**src/rtl/id_scoreboard_pkg.sv**
```systemverilog
// Shared constants for the decode-stage register scoreboard: register-file ids,
// the latency codes the control unit drives onto issue_lat_i, and a width helper.
package id_scoreboard_pkg;

   localparam int SB_LAT_WIDTH = 4;

   localparam int RF_INT = 0;
   localparam int RF_FP  = 1;

   localparam int LAT_LOAD = 1;
   localparam int LAT_MUL  = 2;
   localparam int LAT_FPU  = 3;
   localparam int LAT_DIV  = 15;

   // A single register file still needs a 1-bit select field.
   function automatic int clog2_min1(input int n);
      return (n <= 2) ? 1 : $clog2(n);
   endfunction

endpackage

```
**src/rtl/id_scoreboard_if.sv**
```systemverilog
// Issue/writeback/stall bundle between the decode stage (master) and the
// register scoreboard (slave).
interface id_scoreboard_if #(
   parameter int REG_ADDR_WIDTH = 5,
   parameter int NUM_RF         = 2,
   parameter int NUM_SRC        = 3,
   parameter int LAT_WIDTH      = 4
);
   localparam int RF_W  = id_scoreboard_pkg::clog2_min1(NUM_RF);
   localparam int CNT_W = $clog2(NUM_RF * (2 ** REG_ADDR_WIDTH)) + 1;

   logic                              issue_valid_i;
   logic                              issue_wr_i;
   logic [RF_W-1:0]                   issue_rf_i;
   logic [REG_ADDR_WIDTH-1:0]         issue_waddr_i;
   logic [LAT_WIDTH-1:0]              issue_lat_i;
   logic [NUM_SRC-1:0]                issue_src_en_i;
   logic [NUM_SRC*RF_W-1:0]           issue_src_rf_i;
   logic [NUM_SRC*REG_ADDR_WIDTH-1:0] issue_src_addr_i;
   logic                              flush_i;
   logic                              wb_valid_i;
   logic [RF_W-1:0]                   wb_rf_i;
   logic [REG_ADDR_WIDTH-1:0]         wb_waddr_i;
   logic                              stall_o;
   logic                              issue_accept_o;
   logic [NUM_SRC-1:0]                src_pending_o;
   logic                              busy_o;
   logic [CNT_W-1:0]                  pending_cnt_o;

   modport master (
      output issue_valid_i, issue_wr_i, issue_rf_i, issue_waddr_i, issue_lat_i,
             issue_src_en_i, issue_src_rf_i, issue_src_addr_i, flush_i,
             wb_valid_i, wb_rf_i, wb_waddr_i,
      input  stall_o, issue_accept_o, src_pending_o, busy_o, pending_cnt_o
   );

   modport slave (
      input  issue_valid_i, issue_wr_i, issue_rf_i, issue_waddr_i, issue_lat_i,
             issue_src_en_i, issue_src_rf_i, issue_src_addr_i, flush_i,
             wb_valid_i, wb_rf_i, wb_waddr_i,
      output stall_o, issue_accept_o, src_pending_o, busy_o, pending_cnt_o
   );

endinterface

```
**src/rtl/id_scoreboard_sb_entry.sv**
```systemverilog
// One scoreboard entry: pending bit plus a saturating latency countdown.
// Set beats clear so an accept overrides a same-cycle writeback.
module sb_entry #(
   parameter int LAT_WIDTH = 4
) (
   input  logic                 clk,
   input  logic                 rst,
   input  logic                 set_i,
   input  logic [LAT_WIDTH-1:0] lat_i,
   input  logic                 clr_i,
   output logic                 pend_o,
   output logic                 busy_o
);

   logic                 pend_q, pend_d;
   logic [LAT_WIDTH-1:0] cnt_q, cnt_d;

   always_comb begin
      pend_d = pend_q;
      cnt_d  = (cnt_q != '0) ? cnt_q - LAT_WIDTH'(1) : cnt_q;
      if (set_i) begin
         pend_d = 1'b1;
         cnt_d  = lat_i;
      end else if (clr_i) begin
         pend_d = 1'b0;
         cnt_d  = '0;
      end
   end

   always_ff @(posedge clk) begin
      if (rst) begin
         pend_q <= 1'b0;
         cnt_q  <= '0;
      end else begin
         pend_q <= pend_d;
         cnt_q  <= cnt_d;
      end
   end

   assign pend_o = pend_q;
   assign busy_o = pend_q & (cnt_q != '0);

endmodule

```
**src/rtl/id_scoreboard.sv**
```systemverilog
// Decode-stage register scoreboard: per-register in-flight tracking for the
// integer and float files, RAW/WAW stall generation and a pending-entry count.
module id_scoreboard
   import id_scoreboard_pkg::*;
#(
   parameter int REG_ADDR_WIDTH = 5,
   parameter int NUM_RF         = 2,
   parameter int NUM_SRC        = 3,
   parameter int LAT_WIDTH      = 4
) (
   input  logic           clk,
   input  logic           rst,
   id_scoreboard_if.slave sb
);

   localparam int RF_W    = clog2_min1(NUM_RF);
   localparam int IDX_W   = RF_W + REG_ADDR_WIDTH;
   localparam int NUM_ENT = NUM_RF * (2 ** REG_ADDR_WIDTH);
   localparam int CNT_W   = $clog2(NUM_ENT) + 1;

   logic [(2**IDX_W)-1:0] pend_vec;
   logic [(2**IDX_W)-1:0] busy_vec;
   logic [IDX_W-1:0]      dst_idx;
   logic [IDX_W-1:0]      wb_idx;
   logic [IDX_W-1:0]      src_idx [NUM_SRC];
   logic                  raw, waw, stall, accept, set_en, wb_dec;
   logic [NUM_SRC-1:0]    src_pend;
   logic [CNT_W-1:0]      cnt_q, cnt_d;
   logic                  busy_q, busy_d;

   // Entry index is {file, register}, so entry 0 is integer x0.
   assign dst_idx = {sb.issue_rf_i, sb.issue_waddr_i};
   assign wb_idx  = {sb.wb_rf_i, sb.wb_waddr_i};

   for (genvar k = 0; k < NUM_SRC; k++) begin : g_src
      assign src_idx[k] = {sb.issue_src_rf_i[k*RF_W +: RF_W],
                           sb.issue_src_addr_i[k*REG_ADDR_WIDTH +: REG_ADDR_WIDTH]};
   end

   for (genvar i = 0; i < 2**IDX_W; i++) begin : g_ent
      if (i < NUM_ENT) begin : g_real
         sb_entry #(.LAT_WIDTH(LAT_WIDTH)) u_entry (
            .clk    (clk),
            .rst    (rst),
            .set_i  (set_en && (dst_idx == IDX_W'(i))),
            .lat_i  (sb.issue_lat_i),
            .clr_i  (sb.wb_valid_i && (wb_idx == IDX_W'(i))),
            .pend_o (pend_vec[i]),
            .busy_o (busy_vec[i])
         );
      end else begin : g_pad
         assign pend_vec[i] = 1'b0;
         assign busy_vec[i] = 1'b0;
      end
   end

   always_comb begin
      raw      = 1'b0;
      src_pend = '0;
      for (int k = 0; k < NUM_SRC; k++) begin
         src_pend[k] = pend_vec[src_idx[k]];
         if (sb.issue_src_en_i[k] && busy_vec[src_idx[k]]) raw = 1'b1;
      end
      waw    = sb.issue_wr_i && busy_vec[dst_idx];
      stall  = sb.issue_valid_i && (raw || waw);
      accept = sb.issue_valid_i && !stall && !sb.flush_i;
      set_en = accept && sb.issue_wr_i && (dst_idx != '0);
   end

   // Count tracks the pending bits; a writeback overridden by an accept is net 0.
   always_comb begin
      wb_dec = sb.wb_valid_i && pend_vec[wb_idx] && !(set_en && (dst_idx == wb_idx));
      cnt_d  = cnt_q;
      if (set_en && !pend_vec[dst_idx]) cnt_d = cnt_d + CNT_W'(1);
      if (wb_dec) cnt_d = cnt_d - CNT_W'(1);
      busy_d = (cnt_d != '0);
   end

   always_ff @(posedge clk) begin
      if (rst) begin
         cnt_q  <= '0;
         busy_q <= 1'b0;
      end else begin
         cnt_q  <= cnt_d;
         busy_q <= busy_d;
      end
   end

   assign sb.stall_o        = stall;
   assign sb.issue_accept_o = accept;
   assign sb.src_pending_o  = src_pend;
   assign sb.busy_o         = busy_q;
   assign sb.pending_cnt_o  = cnt_q;

endmodule

```
**src/flat_wrapper.sv**
```systemverilog
// flat-port wrapper written by rule: the top's interface ports become plain ports
module id_scoreboard_flat import id_scoreboard_pkg::*;
#(
   parameter int REG_ADDR_WIDTH = 5,
   parameter int NUM_RF         = 2,
   parameter int NUM_SRC        = 3,
   parameter int LAT_WIDTH      = 4
)
  (clk, rst, sb_issue_valid_i, sb_issue_wr_i, sb_issue_rf_i, sb_issue_waddr_i, sb_issue_lat_i, sb_issue_src_en_i, sb_issue_src_rf_i, sb_issue_src_addr_i, sb_flush_i, sb_wb_valid_i, sb_wb_rf_i, sb_wb_waddr_i, sb_stall_o, sb_issue_accept_o, sb_src_pending_o, sb_busy_o, sb_pending_cnt_o);
  id_scoreboard_if #(.REG_ADDR_WIDTH(REG_ADDR_WIDTH), .NUM_RF(NUM_RF), .NUM_SRC(NUM_SRC), .LAT_WIDTH(LAT_WIDTH)) sb_i ();
  input  logic clk;
  input  logic rst;
  input wire logic [$bits(sb_i.issue_valid_i)-1:0] sb_issue_valid_i;
  input wire logic [$bits(sb_i.issue_wr_i)-1:0] sb_issue_wr_i;
  input wire logic [$bits(sb_i.issue_rf_i)-1:0] sb_issue_rf_i;
  input wire logic [$bits(sb_i.issue_waddr_i)-1:0] sb_issue_waddr_i;
  input wire logic [$bits(sb_i.issue_lat_i)-1:0] sb_issue_lat_i;
  input wire logic [$bits(sb_i.issue_src_en_i)-1:0] sb_issue_src_en_i;
  input wire logic [$bits(sb_i.issue_src_rf_i)-1:0] sb_issue_src_rf_i;
  input wire logic [$bits(sb_i.issue_src_addr_i)-1:0] sb_issue_src_addr_i;
  input wire logic [$bits(sb_i.flush_i)-1:0] sb_flush_i;
  input wire logic [$bits(sb_i.wb_valid_i)-1:0] sb_wb_valid_i;
  input wire logic [$bits(sb_i.wb_rf_i)-1:0] sb_wb_rf_i;
  input wire logic [$bits(sb_i.wb_waddr_i)-1:0] sb_wb_waddr_i;
  output wire logic [$bits(sb_i.stall_o)-1:0] sb_stall_o;
  output wire logic [$bits(sb_i.issue_accept_o)-1:0] sb_issue_accept_o;
  output wire logic [$bits(sb_i.src_pending_o)-1:0] sb_src_pending_o;
  output wire logic [$bits(sb_i.busy_o)-1:0] sb_busy_o;
  output wire logic [$bits(sb_i.pending_cnt_o)-1:0] sb_pending_cnt_o;
  assign sb_i.issue_valid_i = sb_issue_valid_i;
  assign sb_i.issue_wr_i = sb_issue_wr_i;
  assign sb_i.issue_rf_i = sb_issue_rf_i;
  assign sb_i.issue_waddr_i = sb_issue_waddr_i;
  assign sb_i.issue_lat_i = sb_issue_lat_i;
  assign sb_i.issue_src_en_i = sb_issue_src_en_i;
  assign sb_i.issue_src_rf_i = sb_issue_src_rf_i;
  assign sb_i.issue_src_addr_i = sb_issue_src_addr_i;
  assign sb_i.flush_i = sb_flush_i;
  assign sb_i.wb_valid_i = sb_wb_valid_i;
  assign sb_i.wb_rf_i = sb_wb_rf_i;
  assign sb_i.wb_waddr_i = sb_wb_waddr_i;
  assign sb_stall_o = sb_i.stall_o;
  assign sb_issue_accept_o = sb_i.issue_accept_o;
  assign sb_src_pending_o = sb_i.src_pending_o;
  assign sb_busy_o = sb_i.busy_o;
  assign sb_pending_cnt_o = sb_i.pending_cnt_o;
  id_scoreboard #(.REG_ADDR_WIDTH(REG_ADDR_WIDTH), .NUM_RF(NUM_RF), .NUM_SRC(NUM_SRC), .LAT_WIDTH(LAT_WIDTH)) u_core (.clk(clk), .rst(rst), .sb(sb_i));
endmodule
```
**config.mk**
```make
export PLATFORM = sky130hd
export DESIGN_NAME = id_scoreboard_flat
export DESIGN_NICKNAME = d
export VERILOG_FILES = /design/src/rtl/id_scoreboard_pkg.sv /design/src/rtl/id_scoreboard_if.sv /design/src/rtl/id_scoreboard_sb_entry.sv /design/src/rtl/id_scoreboard.sv /design/src/flat_wrapper.sv
export SDC_FILE = /design/constraint.sdc
export NUM_CORES = 1
export LEC_CHECK = 0
export CAP_MARGIN = 20
export CORE_ASPECT_RATIO = 0.75
export CORE_MARGIN = 1.5
export CORE_UTILIZATION = 40
export DETAILED_ROUTE_END_ITERATION = 10
export PLACE_DENSITY_LB_ADDON = 0.05
export SLEW_MARGIN = 20
export SYNTH_ARGS = -nofsm -noshare
export SYNTH_HDL_FRONTEND = slang
export SYNTH_SLANG_ARGS = --single-unit
```
**constraint.sdc**
```tcl
create_clock -name clk -period 8.5 [get_ports clk]
set_clock_uncertainty 0.2 [all_clocks]
set_input_delay 1.7 -clock clk [delete_from_list [all_inputs] [get_ports clk]]
set_output_delay 1.7 -clock clk [all_outputs]
set_load 0.005 [all_outputs]
```
==> results.toml, run 1 <==
[status]
status = "completed"

[cts]
clock_latency_ns = 0.57
clock_sinks = 328
cts_hold_buf = 0
ctsHtreeMaxLevel = 2
clockBufferDepth = 3
post_cts_buffers = 0
ctsResizeCount = 0
cts_root_buf = "clkbuf_16"
cts_tree = "built"
numCtsBuffers = 39
clkTransAtPathRegs_ns = 0.06

[logic_synthesis]
synth.top_cells.by_area = "dfxtp_1 (29%), mux4_2 (13%), nand2_1 (8.8%), a21oi_1 (8.1%), nand3_1 (6.5%)"
synth_common_cells = "nand2_1 (531), a21oi_1 (368), dfxtp_1 (328)"
synthDistinctLibCells = 73
yosysMostFrequentCell = "nand2_1"
synthCells = 2958
ys_warn_count = 0
ys.flop_type = "dfxtp_1"
synth_seq_cells = 328
synth_fp_nets = 3067
synth_edf_count = 0
syn_area_per_cell_um2 = 7.676
yosysSeqAreaShare_pct = 28.92
synthArstFlopShare_pct = 0
synth_area_um2 = 22710
synth_top_area_share_pct = 28.92
yosysTopAreaCell = "dfxtp_1"

[min_path]
hp-start = "u_core.g_ent[0].g_real.u_entry.cnt_q[2]$_SDFFE_PP0P_"
hold_depth = 2
hp-class = "register to register"
hold_end = "u_core.g_ent[0].g_real.u_entry.cnt_q[2]$_SDFFE_PP0P_"

[worst_setup_path]
max_stage_delay_ns = 1.18
critPathSlowestCell = "clkdlybuf4s50_1"
crit_chain = "clkdlybuf4s50_1 > nor2b_1 > o21ai_0 > nor3_1 > o22ai_1 > o31ai_1 > nor3_1 > nor4_4 > buf_4 > and3b_1 > clkdlybuf4s50_1"
arrival_ns = 5.39
critPathRequiredTime_ns = 6.60
r2r_slack_ns = 2.98
r2r-end = "u_core.g_ent[17].g_real.u_entry.cnt_q[1]$_SDFFE_PP0P_"
critPathBufInv = 3
critical_path.max_fanout = 22
crit_family = "buffers and inverters"
start_kind = "input port"
reg2reg_from = "u_core.g_ent[1].g_real.u_entry.cnt_q[0]$_SDFFE_PP0P_"
rr_worst_depth = 16
crit_type = "input port to output port"
end_kind = "output port"

[finish]
drive_above_1_share_pct = 10.33
syn_to_final_growth_pct = 10.34
fillCellCount = 5603
ff_latch_area_um2 = 6566
nNetsFinal = 3024
multi_input_comb_area_um2 = 14880

[routing]
totalWireLength_um = 97080
drtIter0Drc = 2562
drc = 0
wl_per_cell_um = 26.42
vias_per_cell = 6.274
postRouteAntennaNets = 0
first_pass_iters = 5
dr_total_vias = 23050

[floorplanning]
ioPinCount = 56
rows = 75
core_um2 = 56020
design.die.area_um2 = 58220
die_w_um = 278.1
initial_core_util_pct = 40.53
die_h_um = 209.3

[run]
max-cap-violations = 0

[global_routing]
grt_pass1_wl_um = 142400
grt_max_degree = 197
antenna_found_initial = 3
track_usage_pct = 32.78
grt_remaining_overflow = 0
first_global_vias = 21140

[place]
numPortBuffers = 55
gp_congestion = 1.011
hpwl_um = 70560

[timing]
finalCritPeriodShare_pct = 85.80
slew_headroom_pct = 17.83
slew_viol_final = 0
period_minus_slack_ns = 7.293
final-setup-viol-count = 0
max_freq_mhz = 137.1
hold_viol_final = 0
fin_hold_ws_ns = 0.3090
setup_tns_ns = 0
rsz0062_at_grt = "false"
tightest_slew_ns = 1.226

[power]
clock_power_share_pct = 22.1
p_sw_share_pct = 39.14
p_leak_nw = 9.067
vdd_drop_max_mv = 0.2153
p_seq_share_pct = 29.9
p_switching_w = 0.002989
intPower_w = 0.004649
powerDensity_nw_per_um2 = 304.9
p_comb_share_pct = 47.9
==> metrics by stage <==
stage | std cells | area, um^2 | setup WS, ns | total power, W | util [%]
after floorplan | 2958 | 22710 | 1.900 | 0.005207 | -
after global placement | 3602 | 23720 | 1.079 | 0.005787 | 42.33
after detailed placement | 3603 | 23770 | 1.340 | 0.005904 | 42.43
after CTS | 3671 | 25020 | 1.329 | 0.007623 | 44.66
after global routing | 3674 | 25050 | 1.078 | 0.008235 | 44.72
final | 3674 | 25050 | 1.207 | 0.007638 | 44.72
==> sequential cells by signal (all words and copies together) (netlist names) <==
register / count
u_core.sb.pending_cnt_o: 7
u_core.g_ent.g_real.u_entry.pend_o: 64
u_core.g_ent.g_real.u_entry.cnt_q: 256
u_core.sb.busy_o: 1
==> placed cells by master (no fill, tap or decap), drive strengths merged, types with 65 or more instances in the layout <==
cell type and n:
mux4 127, nor3 127, dfxtp 328, or3b 65, a21oi 368, nor2 224
nand2 531, ha 66, nand3 295, inv 173, xnor2 79
==> metal layers <==
metal	vias up	global-route usage, %	wire (um)
met3	181	8.405	11020
met4	6	10.38	3054
met5	-	1.158	115
met2	1238	46.81	39450
li1	10420	-	-
met1	11200	47.85	43440
==> logic make-up after synthesis <==
kind of cell | synth area share, %
buf+inv | 5.912
compound gates | 15.97
fa+ha+maj | 3.637
simple gates | 27.96
xor+xnor | 3.471
flops | 28.92
mux | 14.12
==> layout make-up <==
class	instances	area share (%)
antenna	1	0.009988
sequential	328	26.21
clock inverter	9	0.4794
timing repair buffer	89	3.156
multi-input combinational	2284	59.39
tap	731	3.651
inverter	173	2.592
clock buffer	59	4.515
==> power groups by stage <==
stage	sequential [W]	combinational, W	clock, W
5_1_grt	0.00234	0.00411	0.00178
3_5_place_dp	0.00231	0.00360	0
2_1_floorplan	0.00224	0.00297	0
4_1_cts	0.00228	0.00362	0.00172
6_report	0.00229	0.00366	0.00169
3_3_place_gp	0.00229	0.00349	0
==> worst min-delay path, cell delays in order, from the launching register on <==
cell      delay [ns]
dfxtp_1         0.32
nand2b_1        0.07
a21oi_1         0.06
==> worst max path at each step <==
stage,endpoint,cells after the start,startpoint
after global routing,sb_issue_accept_o,12,sb_issue_waddr_i[3]
final,sb_issue_accept_o,11,sb_issue_src_addr_i[12]
after floorplan,sb_src_pending_o[1],7,sb_issue_src_addr_i[5]
after detailed placement,sb_issue_accept_o,12,sb_issue_waddr_i[3]
after CTS,sb_issue_accept_o,12,sb_issue_waddr_i[3]
after global placement,u_core.g_ent[17].g_real.u_entry.cnt_q[1]$_SDFFE_PP0P_,15,sb_issue_waddr_i[2]
Power figures use the tool's default switching activity.
==> inputs of run 2 (changes only) <==
Settings changed: CAP_MARGIN 20 to 5, CORE_MARGIN 1.5 to default.
Clock period 8.5 ns to 5.85 ns, I/O delays scaled along.
==> run 2 against run 1 <==
Net effect:
- clock-buffer cell count shrank 6
- highest routed layer unchanged
- register-to-register slack got worse by 2.5 ns
- via count up 0.79%
- critical endpoint unchanged
- utilization increased by 0.93 points
- sequential share of layout area is 0.53 points lower
- clock power up 43%
- setup slack got worse by 1.1 ns
==> results.toml, run 2 (synthesized netlist as in run 1, its figures left out) <==
[routing]
wl_per_cell_um = 26.39
dr_wl_met2_um = 40670
dr_total_vias = 23230
met1_length_um = 43990
vias_per_cell = 6.207
drtIter0Drc = 2361
met3_wirelength_um = 10820
postRouteAntennaNets = 0
first_pass_iters = 5
totalWireLength_um = 98800
drc = 0
highest_layer = "met5"

[cts]
numCtsBuffers = 41
clkTransAtPathRegs_ns = 0.06
clockBufferDepth = 3
ctsHtreeMaxLevel = 2
post_cts_buffers = 0
cts_root_buf = "clkbuf_16"
clock_latency_ns = 0.59
ctsResizeCount = 0
clock_sinks = 328
cts_tree = "built"
cts_hold_buf = 0

[timing]
period_minus_slack_ns = 5.740
slew_viol_final = 0
finalCritPeriodShare_pct = 98.12
max_freq_mhz = 174.2
slew_headroom_pct = 17.37
tightest_slew_ns = 1.235
fin_hold_ws_ns = 0.3000
final-setup-viol-count = 0
rsz0062_at_grt = "false"
hold_viol_final = 0
setup_tns_ns = 0

[global_routing]
antenna_found_initial = 4
grt_pass1_wl_um = 145200
track_usage_pct = 33.82
grt_remaining_overflow = 0
grt_max_degree = 125
first_global_vias = 21750

[worst_setup_path]
rr_worst_depth = 18
max_stage_delay_ns = 0.52
arrival_ns = 4.37
crit_start = "u_core.g_ent[55].g_real.u_entry.cnt_q[0]$_SDFFE_PP0P_"
cp.depth = 14
crit_type = "register to output port"
end_kind = "output port"
crit_family = "simple AND/OR/NAND/NOR gates"
critical_path.max_fanout = 4
start_kind = "register"
critPathSlowestCell = "or3b_2"
reg2reg_from = "u_core.g_ent[55].g_real.u_entry.cnt_q[0]$_SDFFE_PP0P_"
crit_chain = "inv_1 > ha_1 > or3b_2 > nand2_1 > o22ai_1 > nor3_1 > nor2_1 > a211oi_1 > nor3_1 > buf_4 > nor4_4 > buf_4 > and3b_1 > clkdlybuf4s50_1"
critPathRequiredTime_ns = 4.48
critPathBufInv = 4

[floorplanning]
die_h_um = 208.3
ioPinCount = 56
initial_core_util_pct = 40.53
rows = 75
design.die.area_um2 = 57730
core_um2 = 56020
die_w_um = 277.1

[finish]
drive_above_1_share_pct = 12.62
fin_cells = 3743
fillCellCount = 5622
largest_reg_flops = 256
antenna_cells = 0
nNetsFinal = 3095
final_common_cell = "nand2_1"
largest-register = "u_core.g_ent.g_real.u_entry.cnt_q"
layout_common_cells = "nand2_1 (527), a21oi_1 (368), dfxtp_1 (328)"
syn_to_final_growth_pct = 12.62

[place]
numPortBuffers = 55
gp_congestion = 1.027
dp.cells = 3674
hpwl_um = 72970

[power]
clock_power_share_pct = 21.8
p_sw_share_pct = 39.35
p_seq_share_pct = 30.0
powerDensity_nw_per_um2 = 433.8
p_switching_w = 0.004365
p_leak_nw = 9.447
intPower_w = 0.006729
vdd_drop_max_mv = 0.2903
p_comb_share_pct = 48.2

[status]
status = "completed"

[min_path]
hold_depth = 2
hp-class = "register to register"
hp-start = "u_core.g_ent[0].g_real.u_entry.cnt_q[1]$_SDFFE_PP0P_"

[run]
max-cap-violations = 0
## run 2: cell types whose count changed in the layout (fill, tap and decap cells not counted), sizes merged
cell           previous run  this run
diode                     1         0
bufinv                    2         0
clkbuf                   60        53
buf                      46       116
inv                     173       177
clkdlybuf4s50            42        40
dlymetal6s2s              0         2
clkinvlp                  1         2
clkinv                    6        10
## run 2: area by class of cell
type,instances,area [um^2],share of cell area [%]
Clock buffer,53,1131,4.423
Clock inverter,16,111.4,0.4354
Inverter,173,649.4,2.539
Multi-Input combinational cell,2284,14850,58.08
Sequential cell,328,6566,25.68
Tap cell,731,914.6,3.576
Timing Repair Buffer,158,1349,5.274
## run 2: tightest hold or removal path, stage by stage (launching register included)
cell and delay (ns):
dfxtp_1 0.31, nor2_1 0.09, a211oi_1 0.05
## run 2: final timing paths
kind	endpoint	slack [ns]
max reg2reg	u_core.g_ent[41].g_real.u_entry.cnt_q[2]$_SDFFE_PP0P_	0.53
min reg2reg	u_core.g_ent[0].g_real.u_entry.cnt_q[1]$_SDFFE_PP0P_	0.30
min	u_core.g_ent[0].g_real.u_entry.cnt_q[1]$_SDFFE_PP0P_	0.30
max	sb_issue_accept_o	0.11
## run 2: power groups by stage
stage	Combinational (W)	Clock (W)	Sequential, W
finish	0.00535	0.00242	0.00332
detailed placement	0.00524	0	0.00336
floorplan	0.00431	0	0.00325
global route	0.00599	0.00257	0.00340
CTS	0.00529	0.00248	0.00331
global placement	0.00509	0	0.00333
## run 2: metrics by stage
stage / power (W) / setup slack, ns / util (%) / cell area, um^2
after floorplan: 0.007566 / 0.3096 / - / 22710
after global placement: 0.008423 / 0.03976 / 43.39 / 24310
after detailed placement: 0.008593 / -0.02071 / 43.39 / 24310
after CTS: 0.01108 / 0.08904 / 45.61 / 25550
after global routing: 0.01197 / 0.008056 / 45.65 / 25570
final: 0.01109 / 0.1099 / 45.65 / 25570
## run 2: layer usage
metal	up-vias	track usage, %
li1	10580	-
met1	11260	48.37
met2	1192	48.54
met3	197	9.399
met4	4	11.36
met5	-	0
